## src/rtl/rf_pkg.sv

```systemverilog
// Shared constants for the register-file write arbiter and register file.
// Source indices, the SP register address and the SP reset value live here.
package rf_pkg;

    localparam int         NUM_SRC  = 3;
    localparam logic [1:0] SRC_ALU  = 2'd0;
    localparam logic [1:0] SRC_LD   = 2'd1;
    localparam logic [1:0] SRC_SP   = 2'd2;
    localparam logic [1:0] REG_SP   = 2'b11;
    localparam logic [7:0] SP_RESET = 8'hFF;

    // Round-robin pointer after a grant to src g: the source after g, wrapping 2->0.
    function automatic logic [1:0] next_ptr(input logic [1:0] g);
        return (g == SRC_SP) ? SRC_ALU : g + 2'd1;
    endfunction

    // Isolates the lowest set bit of a 3-bit request vector.
    function automatic logic [2:0] lowest_one(input logic [2:0] v);
        return v & (~v + 3'd1);
    endfunction

endpackage

```

## src/rtl/rf_wr_arbiter_pick.sv

```systemverilog
// rr_pick3: combinational 3-way picker; starved (override) requests win first,
// lowest index among them, else fixed priority or round robin from ptr.
import rf_pkg::*;

module rr_pick3 (
    input  logic [2:0] req,
    input  logic [1:0] ptr,
    input  logic       mode,
    input  logic [2:0] ovr,
    output logic [2:0] gnt
);

    logic [2:0] ovr_req;

    assign ovr_req = ovr & req;

    always_comb begin
        gnt = 3'b000;
        if (ovr_req != 3'b000) begin
            gnt = lowest_one(ovr_req);
        end else if (!mode) begin
            gnt = lowest_one(req);
        end else begin
            case (ptr)
                2'd1:    gnt = req[1] ? 3'b010 : req[2] ? 3'b100 : req[0] ? 3'b001 : 3'b000;
                2'd2:    gnt = req[2] ? 3'b100 : req[0] ? 3'b001 : req[1] ? 3'b010 : 3'b000;
                default: gnt = req[0] ? 3'b001 : req[1] ? 3'b010 : req[2] ? 3'b100 : 3'b000;
            endcase
        end
    end

endmodule

```

## src/rtl/rf_wr_arbiter.sv

```systemverilog
// Shares the register file write port among ALU, load and SP requesters; one grant per cycle,
// ready is combinational from valid, the winning write is registered (strobe one cycle after accept).
import rf_pkg::*;

module rf_wr_arbiter #(
    parameter int DW       = 8,
    parameter int AW       = 2,
    parameter int ARB_MODE = 1,
    parameter int MAX_WAIT = 4
) (
    input  logic          clk,
    input  logic          rst,
    input  logic          alu_valid,
    output logic          alu_ready,
    input  logic [AW-1:0] alu_addr,
    input  logic [DW-1:0] alu_data,
    input  logic          ld_valid,
    output logic          ld_ready,
    input  logic [AW-1:0] ld_addr,
    input  logic [DW-1:0] ld_data,
    input  logic          sp_valid,
    output logic          sp_ready,
    input  logic [DW-1:0] sp_data,
    output logic          rf_we,
    output logic [AW-1:0] rf_waddr,
    output logic [DW-1:0] rf_wdata,
    output logic          rf_sp_we,
    output logic [DW-1:0] rf_sp_value,
    input  logic          clr_err,
    output logic          illegal_wr,
    output logic          illegal_src
);

    localparam int            CW      = (MAX_WAIT > 0) ? $clog2(MAX_WAIT + 1) : 1;
    localparam logic [CW-1:0] CNT_MAX = CW'(MAX_WAIT);

    logic [NUM_SRC-1:0] req;
    logic [NUM_SRC-1:0] gnt;
    logic [NUM_SRC-1:0] ovr;
    logic [1:0]         rr_ptr;
    logic [CW-1:0]      wait_cnt [NUM_SRC];

    logic [1:0]         gnt_idx;
    logic [AW-1:0]      sel_addr;
    logic [DW-1:0]      sel_data;
    logic               xfer;
    logic               reg_src;
    logic               legal_wr;
    logic               bad_wr;
    logic               sp_wr;

    assign req = {sp_valid, ld_valid, alu_valid};

    always_comb begin
        for (int i = 0; i < NUM_SRC; i++) begin
            ovr[i] = (MAX_WAIT > 0) && (wait_cnt[i] >= CNT_MAX);
        end
    end

    rr_pick3 u_pick (
        .req  (req),
        .ptr  (rr_ptr),
        .mode (ARB_MODE != 0),
        .ovr  (ovr),
        .gnt  (gnt)
    );

    assign alu_ready = gnt[SRC_ALU];
    assign ld_ready  = gnt[SRC_LD];
    assign sp_ready  = gnt[SRC_SP];

    always_comb begin
        gnt_idx  = SRC_ALU;
        sel_addr = alu_addr;
        sel_data = alu_data;
        if (gnt[SRC_LD]) begin
            gnt_idx  = SRC_LD;
            sel_addr = ld_addr;
            sel_data = ld_data;
        end else if (gnt[SRC_SP]) begin
            gnt_idx  = SRC_SP;
        end
    end

    // R3 is the stack pointer: only the SP unit may write it, other writes are
    // accepted (so the requester never hangs) but dropped and flagged.
    assign xfer     = |gnt;
    assign reg_src  = xfer && (gnt_idx != SRC_SP);
    assign legal_wr = reg_src && (sel_addr != AW'(REG_SP));
    assign bad_wr   = reg_src && (sel_addr == AW'(REG_SP));
    assign sp_wr    = gnt[SRC_SP];

    always_ff @(posedge clk or posedge rst) begin
        if (rst) begin
            rr_ptr <= SRC_ALU;
        end else if (xfer) begin
            rr_ptr <= next_ptr(gnt_idx);
        end
    end

    always_ff @(posedge clk or posedge rst) begin
        if (rst) begin
            for (int i = 0; i < NUM_SRC; i++) begin
                wait_cnt[i] <= '0;
            end
        end else begin
            for (int i = 0; i < NUM_SRC; i++) begin
                if (!req[i] || gnt[i]) begin
                    wait_cnt[i] <= '0;
                end else if (wait_cnt[i] < CNT_MAX) begin
                    wait_cnt[i] <= wait_cnt[i] + CW'(1);
                end
            end
        end
    end

    always_ff @(posedge clk or posedge rst) begin
        if (rst) begin
            rf_we       <= 1'b0;
            rf_waddr    <= '0;
            rf_wdata    <= '0;
            rf_sp_we    <= 1'b0;
            rf_sp_value <= DW'(SP_RESET);
        end else begin
            rf_we    <= legal_wr;
            rf_sp_we <= sp_wr;
            if (legal_wr) begin
                rf_waddr <= sel_addr;
                rf_wdata <= sel_data;
            end
            if (sp_wr) begin
                rf_sp_value <= sp_data;
            end
        end
    end

    // A new illegal write takes precedence over a same-cycle clear.
    always_ff @(posedge clk or posedge rst) begin
        if (rst) begin
            illegal_wr  <= 1'b0;
            illegal_src <= 1'b0;
        end else if (bad_wr) begin
            illegal_wr  <= 1'b1;
            illegal_src <= gnt_idx[0];
        end else if (clr_err) begin
            illegal_wr  <= 1'b0;
        end
    end

endmodule

```

## config.mk

```make
export PLATFORM = sky130hd
export DESIGN_NAME = rf_wr_arbiter
export DESIGN_NICKNAME = d
export VERILOG_FILES = /design/src/rtl/rf_pkg.sv /design/src/rtl/rf_wr_arbiter_pick.sv /design/src/rtl/rf_wr_arbiter.sv
export SDC_FILE = /design/constraint.sdc
export NUM_CORES = 1
export LEC_CHECK = 0
export CAP_MARGIN = 20
export CORE_UTILIZATION = 44
export CTS_CLUSTER_SIZE = 25
export DETAILED_ROUTE_END_ITERATION = 7
export PLACE_DENSITY = 0.83
export SLEW_MARGIN = 10
export SYNTH_ARGS = -nofsm -noshare
export SYNTH_HDL_FRONTEND = slang
export SYNTH_SLANG_ARGS = --single-unit
export TNS_END_PERCENT = 30
```

## constraint.sdc

```tcl
create_clock -name clk -period 2.2 [get_ports clk]
set_input_delay 0.66 -clock clk [delete_from_list [all_inputs] [get_ports clk]]
set_output_delay 0.66 -clock clk [all_outputs]
set_load 0.03 [all_outputs]
```

# After elaboration in Yosys (flattened, before gate mapping)
# Cells that the tools add are included.
[word_totals]
register_bits = 33
latch_bits = 0
ram_bits = 0
mem_bits_ro = 0
input_bits = 34
output_inout_bits = 25
elab_cells = 70
memories = 0
[classes]
addsub = 5
mul = 0
div = 0
order_cmp = 6
eq_ne = 6
shifts = 0
mux = 24
n_bitwise = 3
n_reduce_logical = 15
[op_table]
columns = ["cell", "count"]
rows = [
  ["$mux W3", 14],
  ["$add A3 B1 Y3 const B", 4],
  ["$mux W2", 5],
  ["$ge A3 B3 Y1 const B", 3],
  ["$lt A3 B3 Y1 const B", 3],
  ["$mux W8", 1],
  ["$reduce_bool A2 Y1", 4],
  ["$and A3 B3 Y3", 2],
  ["$eq A2 B2 Y1 const B", 3],
  ["$pmux W3 S2", 1],
  ["$ne A2 B2 Y1 const B", 2],
  ["$logic_and A1 B1 Y1", 3],
  ["$logic_not A1 Y1", 3],
  ["$logic_or A1 B1 Y1", 3],
  ["$mux W1", 3],
  ["$not A3 Y3", 1],
  ["$reduce_bool A3 Y1", 1],
  ["$reduce_or A3 Y1", 1],
  ["$add A2 B1 Y2 const B", 1],
  ["$eq A2 B1 Y1 const B", 1],
]

# Longest topological paths before layout
[depth]
ltp_word = 12
ltp_mapped = 9
mapped_depth_nobuf = 8

# Hierarchy
# Synthesis repeated with hierarchy kept, for this count alone.
[unflattened]
cells_unflattened = 144
hier_area_um2 = 1737.9
[by_module_without_submodules]
columns = ["mod", "instances", "cells_each", "area_per_inst_um2", "seq_area_each_um2"]
rows = [
  ["rf_wr_arbiter", 1, 119, 1560.2, 835.8],
  ["rr_pick3", 1, 25, 177.7, 0.0],
]

# Worst setup path before layout
# No wires, ideal clock.
[synth_path]
path_kind = "register to output"
from = "register rr_ptr[0]"
to = "output sp_ready"
arrival_time_ps = 1486
t_required_ps = 1540
path_slack_ps = 54
stages_incl_launch_ff = 7
path_buffers = 1
cell_sequence = "dfrtp_1 inv_1 ha_1 nand2b_1 a21oi_1 o311a_1 buf_2"
[synth_via]
elab_chain_cells = 3
elab_cells_between_ends = 4
classes_between = "2 x eq/ne; 2 x mux"
[synth_rtl]
columns = ["item", "line", "rtl"]
rows = [
  ["from (decl)", "rf_wr_arbiter.sv:40", "logic [1:0] rr_ptr;"],
  ["from (signal assigned)", "rf_wr_arbiter.sv:97", "rr_ptr <= next_ptr(gnt_idx);"],
  ["$eq A2 B2 Y1 / $eq A2 B1 Y1 (equally long branches)", "rf_wr_arbiter_pick.sv:24", "case (ptr)"],
  ["$pmux W3 S2 (*)", "rf_wr_arbiter_pick.sv:24", ""],
  ["$mux W3 (*)", "rf_wr_arbiter_pick.sv:19", "if (ovr_req != 3'b000) begin"],
  ["to (decl)", "rf_wr_arbiter.sv:22", "output logic sp_ready,"],
]
# Every way passes the cells marked *; elsewhere a longest branch is shown, timed or not.

# Worst setup path in the final report
[layout_path]
from = "register rr_ptr[1]"
to = "output sp_ready"
# Same word-level chain as after synthesis.

==> run_results.csv <==
group,metric,value,unit
cells_and_area,drive_above_1_share,36.48,%
die,core_area,3468,sq um
route,drt_iter0_drc,72,
clock_tree,insertion_delay,280,ps
setup_path,crit_fanout,5,
power,p_per_area,1543,nW/um^2
clock_tree,cts_made_buffers,5,
timing,fin_worst_skew,5.299,ps
synth,synth_compound_area_share,19.74,%
route,wl_met1,1813,microns
route,wire_per_inst,14.87,microns
clock_tree,tritoncts_num_sinks,33,
route,drcViolationCount,0,
global_route,grt_pass1_wl,6982,microns
cells_and_area,fin_cells,279,
outcome,failed_checks,"setup timing",
power,peakVddDrop,0.8156,mV
setup_path,crit_arrival,1720,ps
timing,fmax,420.4,MHz
synth,synth_edf_count,0,
synth,synthMuxAreaShare,6.074,%
timing,period_minus_slack,2379,ps
route,wl_met2,2049,microns
synth,synth_common_cells,"dfrtp_1 (25), nand2_1 (17), nor2_1 (11)",
route,top_layer_used,"met4",
power,leakage,1.185,nW
timing,worstMarginPinSlew,408.5,ps
synth,ys_warn_count,0,
synth,synth_fa_ha_area_share,3.797,%
placement,io_buffer_count,58,
global_route,grt_pass1_vias,1522,
synth,synth_cells,144,
synth,synth_area_leaders,"dfrtp_1 (38%), dfstp_2 (13%), a221o_2 (5.5%)",
timing,final-setup-viol-count,3,
synth,async_flop_share,100.0,%
synth,synth.distinct_cells,42,
outcome,status,"finished with violations",
setup_path,rrSetupSlack,180,ps
die,initial_core_util,47.51,%
synth,synth_top_family_by_area,"compound AO/OA/AOI/OAI gates",
die,fp-row-count,21,
synth,synth_fp_nets,183,
global_route,antenna_found_initial,0,
global_route,grt_use_total,22.48,%
timing,finalCritPeriodShare,108.1,%
clock_tree,ctsRootBufferMaster,"clkbuf_8",
cells_and_area,diodes,0,
setup_path,crit_required,1540,ps
synth,synth_simple_gate_area_share,14.35,%
clock_tree,ctsHoldBuffers,0,
synth,synth_xor_area_share,0.5315,%
global_route,gr-total-overflow,0,
clock_tree,cts_tree,"done",
clock_tree,htreeDepth,2,
cells_and_area,fin_nets,271,
synth,ys_seq_elements,33,
timing,rsz0062_at_grt,"yes",
timing,slew_viol_final,0,
die,io_pins,59,
cells_and_area,fin_util,75.83,%
setup_path,startpoint_type,"register",
placement,dpl.cell_count,269,
route,vias,1439,
cells_and_area,syn_to_final_growth,59.61,%
min_path,hold_class,"reg -> reg",
synth,ys_seq_area_share,50.72,%
timing,setup_ws,-178.6,ps
route,avgViaCountPerCell,5.158,
route,firstDrtPassIters,4,
placement,gp_congestion,0.8224,
synth,synthesis.area,1648,sq um
flow_run,drv_cap,0,
cells_and_area,nFillCells,240,
clock_tree,clkTransAtPathRegs,60,ps
global_route,grt_max_degree,18,
setup_path,endpoint_kind,"output pin",
synth,yosysMostFrequentCell,"dfrtp_1",
timing,hold_viol,0,
synth,yosys.area.top_type,"dfrtp_1",
clock_tree,clk_path_buf_depth,2,
die,die_h,63.20,microns
placement,hpwl,3014,microns
timing,slew_headroom,72.70,%
setup_path,critPathKind,"reg -> out",
route,met3_wirelength,247,microns
die,dieWidth,63.20,microns
route,ant_nets,0,
synth,syn_area_per_cell,11.44,sq um
die,dieArea,3994,sq um
synth,synth_top_area_share,37.97,%
synth,ys.flop_type,"dfrtp_1",
route,routed_wirelength,4150,microns
-- through the flow --
step | worst slack, ps | hold slack, ps | setup TNS, ps | cell area [sq um] | power, W
after global routing | -256.0 | 461.3 | -731.9 | 2630 | 0.004301
after CTS | -215.1 | 444.5 | -498.1 | 2616 | 0.004042
after detailed placement | -906.2 | 435.6 | -10900 | 2437 | 0.003304
final | -178.6 | 435.6 | -484.6 | 2630 | 0.004058
after global placement | -883.3 | 418.9 | -10030 | 2437 | 0.003223
after floorplan | 54.37 | 406.3 | 0 | 1648 | 0.002440
-- critical path: stages, from the launching register on --
cell and delay (ps):
dfrtp_1 410, ha_4 280, buf_6 110, buf_6 90
nor2b_1 40, o311a_1 360, buf_6 150
-- layer usage --
layer | vias to the layer above | GRT usage (%)
met5 | - | 0
met4 | 0 | 5.966
met3 | 6 | 6.522
met2 | 50 | 40.05
met1 | 695 | 26.20
li1 | 688 | -
-- report_power, final --
group	total [W]	internal [W]	switching, W	leakage [nW]
sequential	0.00108	0.000934	0.000145	0.403
clock	0.000581	0.000369	0.000212	0.0585
combinational	0.00240	0.00118	0.00122	0.724
-- repair_timing --
action	in CTS	in global routing
gates resized for setup	27	2
buffers inserted	1	1
pin swaps	4	2
setup endpoints to repair	24	3
-- cell type report --
type / count / area [sq um] / share of cell area, %
Clock buffer: 7 / 86.33 / 3.283
Clock inverter: 1 / 30.03 / 1.142
Multi-Input combinational cell: 96 / 779.5 / 29.64
Inverter: 10 / 40.04 / 1.522
Tap cell: 46 / 57.56 / 2.188
Sequential cell: 33 / 835.8 / 31.78
Timing Repair Buffer: 86 / 800.8 / 30.45
-- state kept, by name, indices dropped and copies added, names as in the netlist --
register,cells
rf_sp_we,1
illegal_src,1
wait_cnt,9
rf_we,1
rf_sp_value,8
rf_wdata,8
rf_waddr,2
rr_ptr,2
illegal_wr,1
-- cells by family (layout without fill, tap and decap cells) --
group,Yosys count,in the layout
AND/OR/NAND/NOR,49,49
buffers and inverters,15,104
flip-flops,33,33
multiplexers,9,9
adder cells (fa/ha/maj),5,5
AO/OA/AOI/OAI,32,32
XOR/XNOR,1,1
-- final timing paths --
kind | start | endpoint | cells past startpoint
hold / removal | wait_cnt[6]$_DFFE_PP0P_ | wait_cnt[6]$_DFFE_PP0P_ | 1
max in group asynchronous | rst | rf_sp_value[6]$_DFFE_PP1P_ | 3
min in group asynchronous | rst | wait_cnt[8]$_DFFE_PP0P_ | 3
hold reg to reg | wait_cnt[6]$_DFFE_PP0P_ | wait_cnt[6]$_DFFE_PP0P_ | 1
setup reg to reg | rr_ptr[1]$_DFFE_PP0P_ | rf_wdata[0]$_DFFE_PP0P_ | 8
setup / recovery | rr_ptr[1]$_DFFE_PP0P_ | sp_ready | 6
-- layout by cell type, fill, tap and decap left out, types with 2 or more instances in the layout --
| cell | n |
|---|---|
| a21oi_1 | 2 |
| a21oi_2 | 3 |
| a221o_2 | 8 |
| a31oi_4 | 3 |
| and3_1 | 2 |
| buf_4 | 25 |
| buf_6 | 6 |
| clkbuf_8 | 6 |
| clkdlybuf4s50_1 | 52 |
| dfrtp_1 | 25 |
| dfstp_2 | 8 |
| ha_1 | 3 |
| ha_4 | 2 |
| inv_1 | 7 |
| inv_2 | 2 |
| mux2_2 | 8 |
| nand2_1 | 17 |
| nand2b_4 | 2 |
| nor2_1 | 11 |
| nor3_1 | 9 |
| o21ai_0 | 3 |
| o31ai_1 | 2 |
Power figures use the tool's default switching activity.
==> RTL edit 1 (config.mk and constraints unchanged) <==
The parameter `ARB_MODE` goes from 1 to 0.
--- a/src/rtl/rf_wr_arbiter.sv
+++ b/src/rtl/rf_wr_arbiter.sv
@@ -5,7 +5,7 @@
 module rf_wr_arbiter #(
     parameter int DW       = 8,
     parameter int AW       = 2,
-    parameter int ARB_MODE = 1,
+    parameter int ARB_MODE = 0,
     parameter int MAX_WAIT = 4
 ) (
     input  logic          clk,
Check against the original RTL: not equivalent (Yosys sat finds a counterexample within 4 cycles, from zero or initial values and one cycle with rst high).
==> RTL edit 1 against the original RTL <==
  * Via count fell by 12%
  * Clock skew barely moved
  * Synthesized area is 11% lower
  * Worst setup slack gained 0.26 ns
  * Design area shrank 11%
  * Die area shrank 11%
  * Sequential cell count is 2 lower
  * Routed wire length fell by 11%
  * Fmax rose by 12%
  * Cell count is 11% lower
Power is not compared: it rests on default switching activity, and its combinational part moved more than twofold at a synthesized area within 25%.
==> RTL edit 1: results (changes against the original RTL) <==
Parameter                              Value

Logic synthesis
  Net count after synthesis ... 157 (-14%)
  Syn_area_per_cell ... 12.2 um2 (+6.2%)
  Ranking of synthesized cells by area ... dfrtp_1 39%, mux2_2 19%, dfstp_2 14%
  Sequential-to-total area share from yosys stat ... 0.539 (+0.0314)

Routing
  Average detailed-routed wire length per instance ... 14.8 um (-0.48%)
  Detailed-route vias per instance ... 5.08 (-1.6%)
  Violation count after the first detailed-routing iteration ... 66 (-8.3%)
  Total Routed Length ... 3690 um (-11%)

Placed design
  Post-Place Cell Area ... 0.00221 mm2 (-9.3%)
  Final estimated routing congestion in global placement ... 0.872 (+6.0%)
  Instance count after placement with tap cells included ... 234 (-13%)
  Worst slack after detailed placement ... -0.507 ns (+0.399 ns)
  Final HPWL DP ... 2730 um (-9.3%)

Final layout
  Post-layout net count ... 241 (-11%)
  Fraction of final layout cells sized beyond drive strength 1 ... 0.376 (+0.0108)
  Area overhead of the layout relative to synthesis ... 60.7%

Critical path
  Data arrival time of the worst path ... 1.46 ns (-0.26 ns)
  Slowest library cell on the worst path ... o211ai_1
  Largest stage delay, worst path ... 0.23 ns (-0.18 ns)
  Maximum net fanout on the critical path ... 6 (+1)
  Cell family with most CP delay ... buffers and inverters

GRT
  Global Route Usage Sum ... 0.233 (+0.00792)
  First-pass GRT wire length ... 5900 um (-16%)
  Maximum number of pins on one net before global-route repair ... 20 (+2)

STA
  Worst-margin pin slew ... 0.356 ns (-0.0529 ns)

Clocking
  Cell at the root of the clock tree ... clkbuf_4
  Clock transition at the registers of the reported paths ... 0.09 ns (+0.03 ns)
  Clk Latency, worst-skew pair ... 0.32 ns (+0.04 ns)

Run status
  Status ... complete, no violations
==> RTL edit 1: timing repair <==
| item | CTS | global route |
|---|---|---|
| endpoints found under the setup margin | 19 | 1 |
| pin swaps | 3 | 2 |
| buffers inserted | 8 | 2 |
| resized for setup | 30 | 2 |
==> RTL edit 1: final cells by class <==
| type | count | area [um2] | share of cell area |
|---|---|---|---|
| clock buffer | 8 | 68.8 | 0.0293 |
| tap | 44 | 55.1 | 0.0235 |
| multi-input combinational | 77 | 641 | 0.273 |
| sequential | 31 | 787 | 0.336 |
| inverter | 8 | 43.8 | 0.0187 |
| timing repair buffer | 81 | 749 | 0.320 |
==> RTL edit 1: worst paths after layout <==
path | from | end | slack, ns | cells past startpoint
max | alu_valid | sp_ready | 0.08 | 5
min reg2reg | wait_cnt[6] | wait_cnt[6] | 0.43 | 1
min in group asynchronous | rst | rf_wdata[3] | 0.64 | 3
max in group asynchronous | rst | rf_sp_value[4] | 1.26 | 3
min | wait_cnt[6] | wait_cnt[6] | 0.43 | 1
max reg2reg | wait_cnt[5] | rf_wdata[5] | 0.25 | 8
==> RTL edit 1: layer usage <==
| layer | part of all wire | track usage |
|---|---|---|
| met1 | 0.38 | 0.243 |
| met2 | 0.53 | 0.416 |
| met3 | 0.048 | 0.0568 |
| met4 | 0.037 | 0.146 |
| met5 | 0 | 0 |
==> RTL edit 1: through the flow <==
stage,util,power (mW)
floorplan,-,1.01
global placement,0.712,1.26
global route,0.756,1.70
detailed placement,0.712,1.28
finish,0.756,1.63
CTS,0.757,1.65
==> RTL edit 1: kinds of logic (layout without fill, tap and decap cells) <==
family,Yosys count,after routing,synth area share
DFF,31,31,0.539
and+or+nand+nor,30,30,0.111
muxes,24,24,0.185
AOI/OAI and AO/OA,20,20,0.106
buffers and inverters,12,97,0.0343
adders and majority gates,3,3,0.0257
==> RTL edit 1: where the power goes <==
part	internal, mW	switching (mW)
registers	0.670	0.0406
logic	0.264	0.278
clock network	0.188	0.188
==> RTL edit 2 (same flow settings) <==
Made on the original files. Make the reset (`rst`) synchronous in 4 clocked blocks.
--- a/src/rtl/rf_wr_arbiter.sv
+++ b/src/rtl/rf_wr_arbiter.sv
@@ -90,7 +90,7 @@
     assign bad_wr   = reg_src && (sel_addr == AW'(REG_SP));
     assign sp_wr    = gnt[SRC_SP];
 
-    always_ff @(posedge clk or posedge rst) begin
+    always_ff @(posedge clk) begin
         if (rst) begin
             rr_ptr <= SRC_ALU;
         end else if (xfer) begin
@@ -98,7 +98,7 @@
         end
     end
 
-    always_ff @(posedge clk or posedge rst) begin
+    always_ff @(posedge clk) begin
         if (rst) begin
             for (int i = 0; i < NUM_SRC; i++) begin
                 wait_cnt[i] <= '0;
@@ -114,7 +114,7 @@
         end
     end
 
-    always_ff @(posedge clk or posedge rst) begin
+    always_ff @(posedge clk) begin
         if (rst) begin
             rf_we       <= 1'b0;
             rf_waddr    <= '0;
@@ -135,7 +135,7 @@
     end
 
     // A new illegal write takes precedence over a same-cycle clear.
-    always_ff @(posedge clk or posedge rst) begin
+    always_ff @(posedge clk) begin
         if (rst) begin
             illegal_wr  <= 1'b0;
             illegal_src <= 1'b0;
Behaviour: differs if rst is asserted again (counterexample within 4 cycles, from zero or initial values and one cycle with rst high); with rst held inactive, the same outputs for 10 cycles.
==> RTL edit 2 against the original RTL <==
  * The run still ends with setup timing left
  * Worst setup slack got worse by 0.020 ns
  * Routed wire length grew 6.4%
  * Via count increased by 3.8%
  * Utilization fell by 1.2 points
  * Global-route usage increased by 1.3 points
  * Clock skew increased by 0.0032 ns
  * Sequential cell count is the same
  * Register-to-register slack worse by 0.09 ns
  * Largest cell class is now multi-input gates
  * Synthesized area shrank 0.99%
  * Critical path type unchanged
  * Fmax fell by 0.84%
  * Design area fell by 2.3%
  * Sequential share of layout area down 2.5 points
Power is not compared: it rests on default switching activity, and its combinational part moved more than twofold at a synthesized area within 25%.
==> RTL edit 2: results (changes against the original RTL) <==
Parameter                              Value

Logic synthesis
  Unique masters post-synth ... 44 (+4.8%)
  Post-synthesis share of cell area spent on full adders, half adders and majority gates ... 0.0383 (+0.000378)
  Ranking of synthesized cells by area ... dfxtp_1 29%, edfxtp_1 17%, mux2i_1 8.0%
  Compound-cell area share of the yosys netlist ... 0.199 (+0.00197)
  Sequential-to-total area share from yosys stat ... 0.460 (-0.0471)
  Area share of xor/xnor cells in the synthesized design ... 0 (-0.00532)
  Share of cell area taken by muxes after synthesis ... 0.0798 (+0.0190)
  Post-synthesis cell count ... 149 (+3.5%)
  Most instantiated cells after synthesis ... 24 x dfxtp_1, 16 x a211oi_1, 13 x mux2i_1, 10 x nand2_1, 9 x edfxtp_1
  Synthesis warning total ... 0 (unchanged)
  Share of flip-flops with an asynchronous set or reset ... 0 (-1.00)

GRT
  Maximum number of pins on one net before global-route repair ... 15 (-3)
  Number of global-route vias before repair ... 1586 (+4.2%)
  First-pass GRT wire length ... 7150 um (+2.4%)
  Global Route Usage Sum ... 0.238 (+0.0132)

Critical path
  Data arrival time of the worst path ... 1.74 ns (+0.02 ns)
  Maximum net fanout on the critical path ... 6 (+1)
  Slowest library cell on the worst path ... dfxtp_2
  Cell family with most CP delay ... compound AO/OA/AOI/OAI gates
  Depth of the most critical reg-to-reg path ... 9 (+1)
  Largest stage delay, worst path ... 0.34 ns (-0.07 ns)

Run status
  Failing checks ... setup timing
  Status ... finished, violations left

Routing
  Total Routed Length ... 4420 um (+6.4%)
  Total via count after detailed routing ... 1493 (+3.8%)
  Violation count after the first detailed-routing iteration ... 37 (-49%)

Min path
  Number of cells on the worst hold path ... 2 (+1)

Placed design
  Post-Place Cell Area ... 0.00240 mm2 (-1.5%)
  Worst slack after detailed placement ... -0.506 ns (+0.400 ns)
  Final HPWL DP ... 3310 um (+9.8%)
  Final estimated routing congestion in global placement ... 0.871 (+5.9%)

STA
  Final setup violation count ... 3 (unchanged)
  Worst Skew ... 0.00846 ns (+0.00316 ns)
  Worst Setup Slack, final ... -0.199 ns (-0.0201 ns)
  Setup TNS ... -0.454 ns (+0.0307 ns)

Final layout
  Post-layout net count ... 273 (+0.74%)
  Number of standard cells in the final layout excluding fillers ... 281 (+0.72%)
  Layout filler cell count ... 238 (-0.83%)
  Fraction of final layout cells sized beyond drive strength 1 ... 0.260 (-0.105)

Clocking
  Clk Latency, worst-skew pair ... 0.29 ns
-- RTL edit 2: path summary, 6_finish.rpt --
check / startpoint / to / slack [ns]
setup / recovery: rr_ptr[0] / ld_ready / -0.20
hold / removal: illegal_src / illegal_src / 0.47
setup reg to reg: rr_ptr[0] / illegal_wr / 0.09
hold reg to reg: illegal_src / illegal_src / 0.47
-- RTL edit 2: worst register-to-register path, cell delays in order, from the launching register on --
cell and delay (ns):
dfxtp_2 0.34, inv_2 0.05, ha_4 0.26, o21ba_4 0.21, o311ai_4 0.24, or2_4 0.20
inv_6 0.03, buf_4 0.19, or3_1 0.38, a31oi_1 0.14
-- RTL edit 2: logic make-up (layout without fill, tap and decap cells) --
group	after synthesis	count (layout)
other	1	3
adders and majority gates	5	5
and+or+nand+nor	45	45
buffers and inverters	14	98
muxes	13	13
DFF	33	33
AOI/OAI and AO/OA	38	38
-- RTL edit 2: area by class of cell --
type	count	area [um2]	area share
multi-input cells	104	857	0.334
repair buffers	82	774	0.302
flip-flops and latches	33	753	0.293
clock buffers	6	82.6	0.0321
inverters	8	35.0	0.0136
clock inverters	2	8.76	0.00341
well taps	46	57.6	0.0224
-- RTL edit 2: power by group through the flow --
stage                     clock [mW]  combinational (mW)  sequential [mW]
final                          0.462               0.689            0.717
after global routing           0.501               0.730            0.722
after CTS                      0.473               0.659            0.717
after detailed placement           0               0.642            0.728
after global placement             0               0.619            0.724
after floorplan                    0               0.275            0.818
-- RTL edit 2: what timing repair did --
item	CTS	global route
pin swaps	3	5
resized for setup	17	6
buffers inserted	1	3
endpoints found under the hold margin	0	0
setup endpoints to repair	31	6
-- RTL edit 2: layer usage --
| layer | share of wire | track usage | vias up |
|---|---|---|---|
| li1 | - | - | 727 |
| met5 | 0 | 0 | - |
| met3 | 0.041 | 0.0712 | 10 |
| met4 | 0.025 | 0.116 | 0 |
| met2 | 0.51 | 0.414 | 41 |
| met1 | 0.42 | 0.260 | 715 |
